[src/rtl/serial_adder_pkg.sv]
// Shared types for the digit-serial adder/subtractor.
// FSM state encoding used by serial_adder.
package serial_adder_pkg;

  typedef enum logic [1:0] {
    IDLE = 2'd0,
    ADD  = 2'd1,
    DONE = 2'd2
  } state_e;

endpackage

[src/rtl/full_adder.sv]
// Single-bit full adder cell; purely combinational.
// Ripple element for the serial_adder slice chain.
module full_adder (
  input  logic a_i,
  input  logic b_i,
  input  logic c_i,
  output logic s_o,
  output logic c_o
);

  assign s_o = a_i ^ b_i ^ c_i;
  assign c_o = (a_i & b_i) | (c_i & (a_i ^ b_i));

endmodule

[src/rtl/serial_adder.sv]
// Digit-serial add/subtract, DIGIT bits per cycle LSB first; latency WIDTH/DIGIT cycles from accept.
// One operation in flight; result held in DONE until ready_i, operands refused outside IDLE.
module serial_adder
  import serial_adder_pkg::*;
#(
  parameter int WIDTH = 32,
  parameter int DIGIT = 1
) (
  input  logic             clk_i,
  input  logic             rst_ni,
  input  logic             valid_i,
  output logic             ready_o,
  input  logic [WIDTH-1:0] a_i,
  input  logic [WIDTH-1:0] b_i,
  input  logic             c_i,
  input  logic             sub_i,
  output logic             valid_o,
  input  logic             ready_i,
  output logic [WIDTH-1:0] s_o,
  output logic             c_o
);

  localparam int N  = WIDTH / DIGIT;
  localparam int CW = (N > 1) ? $clog2(N) : 1;

  if (WIDTH < 1 || DIGIT < 1 || (WIDTH % DIGIT) != 0) begin : g_param_check
    $error("serial_adder: WIDTH must be >= 1 and a multiple of DIGIT");
  end

  state_e           state_q;
  logic [WIDTH-1:0] a_q, b_q, sum_q, sum_d, s_q;
  logic [CW-1:0]    cnt_q;
  logic             carry_q, c_q;

  logic [DIGIT-1:0] a_sl, b_sl, s_sl;
  logic [DIGIT:0]   cy;

  assign a_sl  = a_q[cnt_q * DIGIT +: DIGIT];
  assign b_sl  = b_q[cnt_q * DIGIT +: DIGIT];
  assign cy[0] = carry_q;

  for (genvar g = 0; g < DIGIT; g++) begin : g_chain
    full_adder u_fa (
      .a_i (a_sl[g]),
      .b_i (b_sl[g]),
      .c_i (cy[g]),
      .s_o (s_sl[g]),
      .c_o (cy[g+1])
    );
  end

  always_comb begin
    sum_d = sum_q;
    sum_d[cnt_q * DIGIT +: DIGIT] = s_sl;
  end

  // Subtraction is A + ~B + 1, so the carry seed replaces c_i.
  always_ff @(posedge clk_i or negedge rst_ni) begin
    if (!rst_ni) begin
      state_q <= IDLE;
      a_q     <= '0;
      b_q     <= '0;
      sum_q   <= '0;
      s_q     <= '0;
      cnt_q   <= '0;
      carry_q <= 1'b0;
      c_q     <= 1'b0;
    end else begin
      case (state_q)
        IDLE: begin
          if (valid_i) begin
            a_q     <= a_i;
            b_q     <= sub_i ? ~b_i : b_i;
            carry_q <= sub_i ? 1'b1 : c_i;
            cnt_q   <= '0;
            state_q <= ADD;
          end
        end
        ADD: begin
          sum_q   <= sum_d;
          carry_q <= cy[DIGIT];
          if (cnt_q == CW'(N - 1)) begin
            s_q     <= sum_d;
            c_q     <= cy[DIGIT];
            cnt_q   <= '0;
            state_q <= DONE;
          end else begin
            cnt_q <= cnt_q + CW'(1);
          end
        end
        DONE: begin
          if (ready_i) state_q <= IDLE;
        end
        default: state_q <= IDLE;
      endcase
    end
  end

  assign ready_o = (state_q == IDLE);
  assign valid_o = (state_q == DONE);
  assign s_o     = s_q;
  assign c_o     = c_q;

endmodule

[config.mk]
export PLATFORM = sky130hd
export DESIGN_NAME = serial_adder
export DESIGN_NICKNAME = d
export VERILOG_FILES = /design/src/rtl/serial_adder_pkg.sv /design/src/rtl/full_adder.sv /design/src/rtl/serial_adder.sv
export SDC_FILE = /design/constraint.sdc
export NUM_CORES = 1
export LEC_CHECK = 0
export ABC_AREA = 1
export BUFFER_PORTS_ARGS = -buffer_cell sky130_fd_sc_hd__buf_2
export CORE_MARGIN = 3
export CORE_UTILIZATION = 50
export CTS_CLUSTER_DIAMETER = 100
export DETAILED_ROUTE_END_ITERATION = 16
export MAX_ROUTING_LAYER = met4
export PLACE_DENSITY = 0.76
export SYNTH_ARGS = -nofsm -noshare
export SYNTH_HDL_FRONTEND = slang
export SYNTH_SLANG_ARGS = --single-unit
export TNS_END_PERCENT = 100
[constraint.sdc]
create_clock -name clk_i -period 5.3 [get_ports clk_i]
set_input_delay 0 -clock clk_i [delete_from_list [all_inputs] [get_ports clk_i]]
set_output_delay 0 -clock clk_i [all_outputs]
set_load 0.02 [all_outputs]
# Word-level counts from Yosys, hierarchy flattened
# Index checks and enable logic that the tools add are counted.
# classes
add_sub_neg	2
n_eq_ne	6
n_shift	4
muxes	12
n_bitwise	6
n_reduce_logical	6
# op_table
cell	n
32-bit by 6-bit indexed part select with 1-bit output	2
5-bit negator with 34-bit output	1
1-bit by 34-bit variable shift with 32-bit output (first input constant)	1
1-bit by 34-bit indexed part select with 32-bit output	1
32-bit bitwise mux	1
32-bit 2-to-1 mux	1
32-bit NOT	1
5-bit 2-to-1 mux	2
5-bit one-hot mux with 2 select lines	1
2-bit 2-to-1 mux	3
2-bit one-hot mux with 3 select lines	1
2-bit AND reduction	3
5-bit by 1-bit adder with 5-bit output (second input constant)	1
5-bit == test (second input constant)	1
2-bit != test (second input constant)	2
3-bit AND reduction	1
1-bit bitwise AND	2
2-bit by 1-bit == test with 1-bit output (second input constant)	1
2-bit == test (second input constant)	1
2-bit logical NOT	1
1-bit 2-to-1 mux	2
2-bit by 1-bit != test with 1-bit output (second input constant)	1
1-bit one-hot mux with 2 select lines	1
2-bit nonzero test	1
other kinds (2)	3
# totals
regBits	137
inputBits	70
output_inout_bits	35
elab_cells	44

# Logic depth before layout (Yosys ltp)
# Gate-level depths: netlist (run 1).
# logic_depth
word_depth	5
depth_mapped	18
depth_no_buf	14

# By module
# From an unflattened synthesis (run 1), not the netlist that was laid out.
# unflattened
cells_unflattened	890
hier_area_um2	7076.8
# modules_own_cells
module	n_inst	cells_each	area_each_um2	seq_area_each_um2
serial_adder	1	889	7056.8	3428.3
full_adder	1	1	20.0	0.0

# Worst setup path before layout (run 1)
# OpenSTA, ideal clock, no wires.
# synth_path
kind	register to register
startpoint	register cnt_q[0]
endpoint	register sum_q[25]
setup_ps	130
arrival_ps	2560
t_required_ps	5170
setup_slack_ps	2610
stages_incl_launch_ff	18
path_buffers	4
period_less_slack_ps	2690
path_cell_list	dfrtp_1 -> inv_2 -> buf_2 -> buf_1 -> ha_1 -> inv_1 -> nor2_8 -> inv_2 -> nor2_1 -> ha_1 -> buf_2 -> clkinv_1 -> nand2_1 -> nor2_4 -> buf_4 -> nand3_1 -> nand3_1 -> o21ai_1
# synth_between
elab_chain_cells	5
elab_cells_between_ends	8
classes_between	1 x add/sub; 4 x shift; 1 x mux; 2 x bitwise
# synth_lines
element	line	source
from (decl)	serial_adder.sv:32	logic [CW-1:0] cnt_q;
from (signal assigned)	serial_adder.sv:88	cnt_q <= cnt_q + CW'(1);
32-bit by 6-bit indexed part select with 1-bit output (on tied branches)	serial_adder.sv:38, serial_adder.sv:39	
1-bit bitwise XOR (2 in a row)	full_adder.sv:11	assign s_o = a_i ^ b_i ^ c_i;
1-bit by 34-bit indexed part select with 32-bit output	serial_adder.sv:54	sum_d[cnt_q * DIGIT +: DIGIT] = s_sl;
32-bit bitwise mux *	serial_adder.sv:54	
to (signal assigned)	serial_adder.sv:80	sum_q <= sum_d;
to (decl)	serial_adder.sv:31	logic [WIDTH-1:0] a_q, b_q, sum_q, sum_d, s_q;
# Every way passes the cells marked *; elsewhere a longest branch is shown, timed or not.
# A chain may end at the register's enable or synchronous reset.

# Final worst setup path (run 1)
# layout_path
startpoint	register cnt_q[1]
endpoint	register s_q[28] (netlist: s_o[28])
# layout_between
elab_chain_cells	5
elab_cells_between_ends	10
classes_between	1 x add/sub; 1 x eq/ne; 4 x shift; 1 x mux; 2 x bitwise; 1 x reduce/logical
# layout_lines
element	line	source
32-bit by 6-bit indexed part select with 1-bit output (on tied branches)	serial_adder.sv:38, serial_adder.sv:39	
1-bit bitwise XOR (2 in a row)	full_adder.sv:11	
1-bit by 34-bit indexed part select with 32-bit output	serial_adder.sv:54	
32-bit bitwise mux	serial_adder.sv:54	
to (signal assigned)	serial_adder.sv:83	s_q <= sum_d;
to (decl)	serial_adder.sv:31	
# Parallel ways exist; a longest one is shown, timed or not.

==> metrics.yaml, run 1 <==
detailed_routing:
  drt-initial-drc-count: 537
  drt_pass1_iterations: 5
  viasPerCell: 5.400
  wire_per_inst_um: 15.42
  wl_um: 18530
  vias: 6491
  drc_errors: 0
  detail-route-antenna-nets: 0
cells_and_area:
  drive_gt1_share_pct: 17.15
  diodes: 0
  areaGrowthSynthToFinish_pct: 26.69
  finalNonFillerCells: 1202
  finalNetCount: 1088
power_and_ir_drop:
  p_per_area_mw_per_mm2: 615.3
  ir_worst_vdd_mv: 0.2436
  power.leakage_nw: 4.478
grt:
  grtUsageMet3_pct: 6.518
  top_usage_layer: "met2"
  grt_use_met1_pct: 32.39
  gr-total-overflow: 0
  grt_usage_pct: 24.96
  grt_max_degree: 98
  antenna_found_initial: 0
  grt_use_met2_pct: 38.71
  first_global_vias: 6289
  grt_first_pass_wirelength_um: 30820
logic_synthesis:
  synthMostInstantiatedCell: "nand2_1"
  synth-edff-count: 0
  synth_flop_cell: "dfrtp_1"
  ys_seq_area_share_pct: 48.95
  synth_area_leaders: "dfrtp_1, nand2_1, nand3_1"
  yosys_warnings: 0
  async_reset_ff_share_pct: 100.0
  yosys.area.top_type: "dfrtp_1"
  syn-num-nets: 942
  ys_top_cells_by_count: "nand2_1, dfrtp_1, nand3_1"
  synth_seq_cells: 137
  synthCells: 867
  avgSynthCellArea_um2: 8.079
  synth.distinct_cells: 36
  synth.top_cell.area_share_pct: 48.95
  syn_area_mm2: 0.007004
clocking:
  clk_latency_ns: 0.42
  cts_tree: "yes"
  cts_setup_buffers: 0
  path_clk_slew_ns: 0.06
  numCtsBuffers: 17
  clockBufferDepth: 2
  clock_sinks: 137
  cts_root_buffer: "clkbuf_16"
  ctsHtreeMaxLevel: 4
floorplanning:
  rows: 42
  die_w_um: 124.4
  die_area_mm2: 0.01546
  die_h_um: 124.4
  core-area_mm2: 0.01345
  start_util_pct: 52.06
  ios: 105
timing:
  relSlewSlack_pct: 37.09
  finalHoldViolations: 0
  rsz0062_at_grt: "false"
  period_minus_slack_ns: 3.886
  timing.fmax_ghz: 0.2573
  clock_skew_ns: 0.007437
  setup_viol: 0
  fin_setup_tns_ns: 0
  worst_pin_slew_ns: 0.9378
  slew_viol_final: 0
  period_share_pct: 73.32
placed_design:
  place.gp.congestion: 0.9014
  place_hpwl_um: 11120
  io_buffer_count: 104
  placedCellCount: 1103
status:
  status: "finished, final reports clean"
setup_path:
  critPathLaunchType: "register"
  cp-end-kind: "register"
  worstPathArrival_ns: 4.19
  required_ns: 5.60
  setup.worst_path.class: "reg -> reg"
  crit_fanout: 19
flow_run:
  max-cap-violations: 0
hold_path:
  hp-class: "in -> async"
## worst max-delay path, stage by stage, from the launching register on
cell	delay, ns
dfrtp_1	0.70
inv_1	0.46
ha_1	0.31
inv_1	0.16
nor2_8	0.06
inv_2	0.11
nor2_1	0.05
ha_1	0.60
clkinv_1	0.57
nand2_1	0.28
nor2_4	0.11
nand2_2	0.13
nand2_1	0.07
o211ai_1	0.09
nand2_1	0.07
## state kept, by name, summed over array words and instances (netlist names)
name and flops:
carry_q 1, a_q 32, c_o 1, cnt_q 5
s_o 32, sum_q 32, state_q 2, b_q 32
## power breakdown
part           leakage [nW]  internal [mW]  switching [mW]
sequential             1.77           1.49           0.287
clock                 0.306          0.809           0.444
combinational          2.41          0.765            1.67
## layout make-up
type / count / area (µm²)
fillers: 1064 / 4579
well taps: 176 / 220.2
clock buffers: 20 / 456.7
repair buffers: 176 / 1235
multi-input cells: 631 / 3173
flip-flops and latches: 137 / 3428
clock inverters: 12 / 172.7
inverters: 50 / 187.7
## path summary, 6_finish.rpt
path,from,to,slack (ns),cells after the start
setup reg to reg,cnt_q[1]$_DFFE_PN0P_,s_o[28]$_DFFE_PN0P_,1.41,14
min in group clk_i,ready_i,state_q[1]$_DFFE_PN0P_,0.29,3
setup / recovery,cnt_q[1]$_DFFE_PN0P_,s_o[28]$_DFFE_PN0P_,1.41,14
max in group asynchronous,rst_ni,a_q[23]$_DFFE_PN0P_,3.88,3
hold / removal,rst_ni,a_q[11]$_DFFE_PN0P_,0.16,2
hold reg to reg,s_o[13]$_DFFE_PN0P_,s_o[13]$_DFFE_PN0P_,0.47,2
## per-layer routing
| layer | up-vias | part of all wire (%) |
|---|---|---|
| met2 | 247 | 48 |
| met4 | 0 | 2.1 |
| met3 | 42 | 6.8 |
| met5 | - | 0 |
| met1 | 3054 | 43 |
| li1 | 3148 | - |
## stage by stage
stage	util, %	total power, mW	worst slack (ns)	area, µm²	hold slack (ns)
after floorplan	-	3.555	2.610	7004	-0.2956
after global placement	56.30	4.054	1.642	7574	0.05229
after detailed placement	56.30	4.129	1.486	7574	0.06033
after CTS	65.96	5.438	1.472	8874	0.1763
after global routing	65.96	5.860	1.065	8874	0.2075
final	65.96	5.460	1.414	8874	0.1572
## cell families (layout without fill, tap and decap cells)
family                     Yosys count  after routing  synth area share, %
AOI/OAI and AO/OA                  114            114                9.593
DFF                                137            137                48.95
adders and majority gates            5              5                1.000
buffers and inverters               99            258                5.788
and+or+nand+nor                    477            477                30.30
xor gates and xnor gates            35             35                4.377
## repair_timing
| item | CTS | global route |
|---|---|---|
| resized for setup | 0 | 0 |
| endpoints found under the hold margin | 137 | 0 |
| hold buffers | 67 | 0 |
## cell usage in the layout, fill, tap and decap left out, types with 8 or more instances in the layout
cell,count
nand4_1,16
dlygate4sd3_1,67
dfrtp_1,137
xnor2_1,33
nor2_1,40
nand3_1,97
o21ai_1,13
o221ai_1,15
o21ai_0,69
nor2_4,9
clkbuf_16,17
nand2_1,292
inv_1,40
buf_2,103
inv_2,8
No activity file was read; power rests on OpenSTA's default activity.
==> inputs of run 2 (changes only) <==
Settings changed: PLACE_DENSITY 0.76 to 0.79.
Clock period 5.3 ns to 3.48 ns, I/O delays scaled along.
==> run 2 against run 1 <==
Compared with the run above:
- utilization increased by 0.10 points
- cell area up 0.16%
- critical path depth did not move
- sequential power grew 50%
- critical endpoint is now sum_q[13]$_DFFE_PN0P_
- largest cell class unchanged
==> metrics.yaml, run 2 (synthesized netlist as in run 1, its figures left out) <==
timing:
  timing.fmax_ghz: 0.3111  # +21%
  relSlewSlack_pct: 40.94  # +3.8 points
  fin_setup_tns_ns: 0  # unchanged
  clock_skew_ns: 0.01655  # +0.009116 ns
  rsz0062_at_grt: "false"
  period_minus_slack_ns: 3.215  # -0.6713 ns
  slew_viol_final: 0  # unchanged
  setup_viol: 0  # unchanged
  period_share_pct: 92.37  # +19 points
  finalHoldViolations: 0  # unchanged
  worst_pin_slew_ns: 0.8859  # -0.05191 ns
status:
  status: "finished, final reports clean"
setup_path:
  crit_fanout: 38  # +19
  critPathLaunchType: "register"
  worstPathArrival_ns: 3.55  # -0.64 ns
  worstPathCellList: "inv_2 > o21ai_0 > o221ai_1 > nand3_1 > nand3_1 > nand2_1 > fa_1 > inv_1 > nand2_1 > nor3_1 > nand2_1 > nand3_1 > nand3_1 > o21ai_1"
  critPathBufInv: 2  # -2
  slowest_delay_ns: 0.48  # -0.22 ns
  worst_path_max_delay_cell: "fa_1"
  cp-end-kind: "register"
  required_ns: 3.81  # -1.79 ns
  setup.worst_path.class: "reg -> reg"
  path_delay_family: "simple AND/OR/NAND/NOR gates"
  path_common_cell: "nand3_1"
grt:
  grt_max_degree: 98  # unchanged
  first_global_vias: 6634  # +5.5%
  antenna_found_initial: 0  # unchanged
  grt_usage_pct: 26.55  # +1.6 points
  grt_first_pass_wirelength_um: 32610  # +5.8%
  gr-total-overflow: 0  # unchanged
floorplanning:
  die_area_mm2: 0.01546  # unchanged
  rows: 42  # unchanged
  core-area_mm2: 0.01345  # unchanged
  ios: 105  # unchanged
  start_util_pct: 52.06  # unchanged
  die_w_um: 124.4  # unchanged
  die_h_um: 124.4  # unchanged
detailed_routing:
  vias: 6619  # +2.0%
  detail-route-antenna-nets: 0  # unchanged
  drt-initial-drc-count: 634  # +18%
  drc_errors: 0  # unchanged
  wl_um: 19400  # +4.7%
  wire_per_inst_um: 16.07  # +4.3%
  drt_pass1_iterations: 5  # unchanged
  viasPerCell: 5.484  # +1.5%
clocking:
  ctsHtreeMaxLevel: 4  # unchanged
  numCtsBuffers: 17  # unchanged
  clock_sinks: 137  # unchanged
  clk_latency_ns: 0.43  # about the same
  cts_root_buffer: "clkbuf_16"
  clockBufferDepth: 2  # unchanged
  cts_setup_buffers: 0  # unchanged
  cts_tree: "yes"
  path_clk_slew_ns: 0.06  # about the same
placed_design:
  place_area_mm2: 0.007611  # +0.50%
  place_hpwl_um: 11260  # +1.2%
  place.gp.congestion: 0.8929  # -0.94%
  io_buffer_count: 104  # unchanged
cells_and_area:
  diodes: 0  # unchanged
  stdcell_area_mm2: 0.008887  # +0.16%
  areaGrowthSynthToFinish_pct: 26.88
  drive_gt1_share_pct: 17.56  # +0.40 points
  final_common_cell: "nand2_1"
  finalNetCount: 1093  # +0.46%
  n_fill_cell: 1062  # -0.19%
  final_cell_mix: "nand2_1, dfrtp_1, buf_2, nand3_1, o21ai_0"
power_and_ir_drop:
  ir_worst_vdd_mv: 0.4914  # +100%
  power.leakage_nw: 4.497  # +0.41%
  p_per_area_mw_per_mm2: 939.3  # +53%
  power.total_mw: 8.348  # +53%
flow_run:
  max-cap-violations: 0  # unchanged
hold_path:
  hp-class: "in -> async"
## run 2: cell types whose count changed in the layout (fill, tap and decap cells not counted), sizes merged
cell | previous run | this run
clkinvlp | 2 | 1
clkinv | 8 | 10
buf | 109 | 114
bufinv | 4 | 3
## run 2: layout make-up
class / count / area, µm² / share of cell area, %
multi-input combinational: 631 / 3173 / 35.70
sequential: 137 / 3428 / 38.58
tap: 176 / 220.2 / 2.478
timing repair buffer: 181 / 1272 / 14.32
inverter: 50 / 187.7 / 2.112
clock inverter: 12 / 148.9 / 1.675
clock buffer: 20 / 456.7 / 5.139
## run 2: metrics by stage
step | hold WS, ns | setup WS (ns) | std cells | util (%)
after CTS | 0.2226 | 0.3632 | 1207 | 66.06
final | 0.2334 | 0.2655 | 1207 | 66.06
after global routing | 0.2578 | 0.09167 | 1207 | 66.06
after detailed placement | 0.1471 | 0.4972 | 1108 | 56.58
after floorplan | -0.2956 | 0.7902 | 867 | -
after global placement | 0.1369 | 0.4924 | 1108 | 56.58
## run 2: layer usage
| metal | share of wire [%] | global-route usage [%] | vias to the layer above |
|---|---|---|---|
| li1 | - | - | 3153 |
| met1 | 43 | 33.08 | 3140 |
| met2 | 48 | 42.49 | 277 |
| met3 | 6.1 | 6.261 | 49 |
| met4 | 2.7 | 9.736 | 0 |
| met5 | 0 | - | - |
## run 2: worst paths after layout
kind	startpoint	to	slack, ns	depth (start not counted)
max in group asynchronous	rst_ni	s_o[8]$_DFFE_PN0P_	2.39	3
hold reg to reg	s_o[2]$_DFFE_PN0P_	s_o[2]$_DFFE_PN0P_	0.47	2
setup / recovery	cnt_q[0]$_DFFE_PN0P_	sum_q[13]$_DFFE_PN0P_	0.27	14
setup reg to reg	cnt_q[0]$_DFFE_PN0P_	sum_q[13]$_DFFE_PN0P_	0.27	14
min in group clk_i	valid_i	a_q[10]$_DFFE_PN0P_	0.24	6
hold / removal	rst_ni	a_q[3]$_DFFE_PN0P_	0.23	2
## run 2: repair_timing
action	4_1_cts	5_1_grt
resized for setup	0	0
hold endpoints to repair	156	0
endpoints found under the setup margin	0	0
hold buffers	67	0
## run 2: power breakdown
part	leakage, nW	total (mW)	switching [mW]	internal (mW)
clock network	0.300	1.85	0.686	1.16
registers	1.77	2.66	0.394	2.26
logic	2.43	3.84	2.65	1.19
total	4.50	8.35	3.73	4.62
==> inputs of run 3 (changes only) <==
Settings changed: PLACE_DENSITY 0.79 to 0.78.
==> run 3 against run 2 <==
Compared with the run above:
- cell area up 0.11%
- first-iteration DRC count down 5.0%
- clock-buffer cell count rose by 1
- non-clock buffer count rose by 2
- hold slack worse by 0.15 ns
- register-to-register slack better by 0.16 ns
- fmax up 5.2%
- sequential share of layout area is essentially flat
- global-route usage shrank 0.74 points
- combinational power barely moved
- die area is the same
- largest cell class unchanged
- largest power group unchanged
- highest routed layer unchanged
==> metrics.yaml, run 3 (synthesized netlist as in run 1, its figures left out) <==
placed_design:
  pre_cts_ws_ns: 0.5070  # +0.009832 ns
  place_area_mm2: 0.007626  # +0.20%
  place_hpwl_um: 11490  # +2.0%
  io_buffer_count: 104  # unchanged
  place.gp.congestion: 0.9040  # +1.2%
timing:
  clock_skew_ns: 0.008467  # -0.008087 ns
  setup_viol: 0  # unchanged
  worst_pin_slew_ns: 0.9454  # +0.05948 ns
  finalHoldViolations: 0  # unchanged
  timing.fmax_ghz: 0.3274  # +5.2%
  period_minus_slack_ns: 3.054  # -0.1602 ns
  fin_setup_tns_ns: 0  # unchanged
  relSlewSlack_pct: 36.97  # -4.0 points
  period_share_pct: 87.77  # -4.6 points
  slew_viol_final: 0  # unchanged
  fin_ws_ns: 0.4256  # +0.1602 ns
  rsz0062_at_grt: "false"
power_and_ir_drop:
  p_per_area_mw_per_mm2: 933.2  # -0.65%
  ir_worst_vdd_mv: 0.4844  # -1.4%
  switching_share_pct: 44.51  # -0.19 points
  netSwitchingPower_mw: 3.696  # -0.96%
  power_frac_seq_pct: 32.2  # +0.4 points
  pwr-share-clk_pct: 21.8  # -0.3 points
  power.total_mw: 8.303  # -0.54%
  pwr-share-comb_pct: 46.0  # about the same
  p_int_mw: 4.607  # -0.20%
  power.leakage_nw: 4.486  # -0.23%
clocking:
  ctsHtreeMaxLevel: 4  # unchanged
  numCtsBuffers: 17  # unchanged
  cts_tree: "yes"
  cts_root_buffer: "clkbuf_16"
  clk_latency_ns: 0.43  # about the same
  clockBufferDepth: 2  # unchanged
  clock_sinks: 137  # unchanged
  path_clk_slew_ns: 0.06  # about the same
setup_path:
  required_ns: 3.83  # +0.02 ns
  cp-end-kind: "register"
  crit_path_start: "cnt_q[1]$_DFFE_PN0P_"
  reg2reg_depth: 14  # unchanged
  setup.worst_path.class: "reg -> reg"
  worstPathArrival_ns: 3.40  # -0.15 ns
  critPathLaunchType: "register"
  timing.rr.start: "cnt_q[1]$_DFFE_PN0P_"
  crit_fanout: 19  # -50%
cells_and_area:
  diodes: 0  # unchanged
  n_fill_cell: 1089  # +2.5%
  final_cell_mix: "nand2_1, dfrtp_1, buf_2, nand3_1, o21ai_0"
  finalNetCount: 1095  # +0.18%
  stdcell_area_mm2: 0.008897  # +0.11%
  final_common_cell: "nand2_1"
  utilization_pct: 66.14  # +0.074 points
  drive_gt1_share_pct: 17.81  # +0.26 points
  areaGrowthSynthToFinish_pct: 27.03
hold_path:
  min_from: "valid_i"
  hp-class: "in -> reg"
  hold-path-cell-count: 5
floorplanning:
  die_area_mm2: 0.01546  # unchanged
  rows: 42  # unchanged
  ios: 105  # unchanged
  core-area_mm2: 0.01345  # unchanged
  start_util_pct: 52.06  # unchanged
  die_h_um: 124.4  # unchanged
  die_w_um: 124.4  # unchanged
grt:
  grt_max_degree: 104  # +6.1%
  grt_usage_pct: 25.80  # -0.74 points
  gr-total-overflow: 0  # unchanged
  antenna_found_initial: 0  # unchanged
  grt_first_pass_wirelength_um: 31750  # -2.6%
  first_global_vias: 6378  # -3.9%
detailed_routing:
  vias: 6543  # -1.1%
  wire_per_inst_um: 15.57  # -3.1%
  wl_um: 18830  # -2.9%
  drt_pass1_iterations: 6  # +1
  drc_errors: 0  # unchanged
  drt-initial-drc-count: 602  # -5.0%
  detail-route-antenna-nets: 0  # unchanged
  viasPerCell: 5.412  # -1.3%
flow_run:
  max-cap-violations: 0  # unchanged
status:
  status: "finished, final reports clean"
-- run 3: final timing paths --
kind | endpoint | slack (ns)
max | sum_q[29]$_DFFE_PN0P_ | 0.43
min | a_q[3]$_DFFE_PN0P_ | 0.08
max reg2reg | sum_q[29]$_DFFE_PN0P_ | 0.43
min reg2reg | s_o[24]$_DFFE_PN0P_ | 0.47
max in group asynchronous | sum_q[19]$_DFFE_PN0P_ | 2.37
min in group asynchronous | a_q[7]$_DFFE_PN0P_ | 0.25
-- run 3: repair_timing --
item / in CTS / in global routing
setup buffers: 0 / 0
hold endpoints to repair: 167 / 0
resized for setup: 0 / 0
hold buffers: 67 / 0
-- run 3: power by group through the flow --
stage	Combinational, mW	Clock [mW]	Sequential (mW)
global placement	3.59	0	2.67
finish	3.82	1.81	2.67
CTS	3.77	1.82	2.66
floorplan	2.70	0	2.71
global route	4.27	1.90	2.75
detailed placement	3.70	0	2.67
-- run 3: final cells by class --
type | count | area, µm² | share of cell area, %
clock buffers | 21 | 480.5 | 5.400
clock inverters | 11 | 120.1 | 1.350
inverters | 50 | 187.7 | 2.109
multi-input cells | 631 | 3173 | 35.66
flip-flops and latches | 137 | 3428 | 38.53
well taps | 176 | 220.2 | 2.475
repair buffers | 183 | 1287 | 14.47
-- run 3: routing by layer --
metal	global-route usage, %	vias up	wire length (µm)
met5	-	-	0
met4	9.929	0	479
met1	34.61	3089	8220
li1	-	3147	-
met3	6.218	46	1288
met2	38.23	261	8837
-- run 3: critical path, stage by stage, from the launching register on --
cell and delay, ns:
dfrtp_1 0.37, inv_1 0.38, o21ai_0 0.17, o221ai_1 0.28, nand3_1 0.11, nand3_1 0.10
nand2_1 0.08, fa_1 0.51, inv_1 0.07, nand2_1 0.10, nor3_1 0.21, nand2_1 0.23
nand3_1 0.16, nand3_1 0.09, o21ai_1 0.10
-- run 3: metrics by stage --
stage               hold slack, ns  cells
finish                     0.08095   1209
global route                0.1564   1209
CTS                        0.06701   1209
detailed placement          0.1827   1110
global placement            0.1802   1110
floorplan                  -0.2956    867
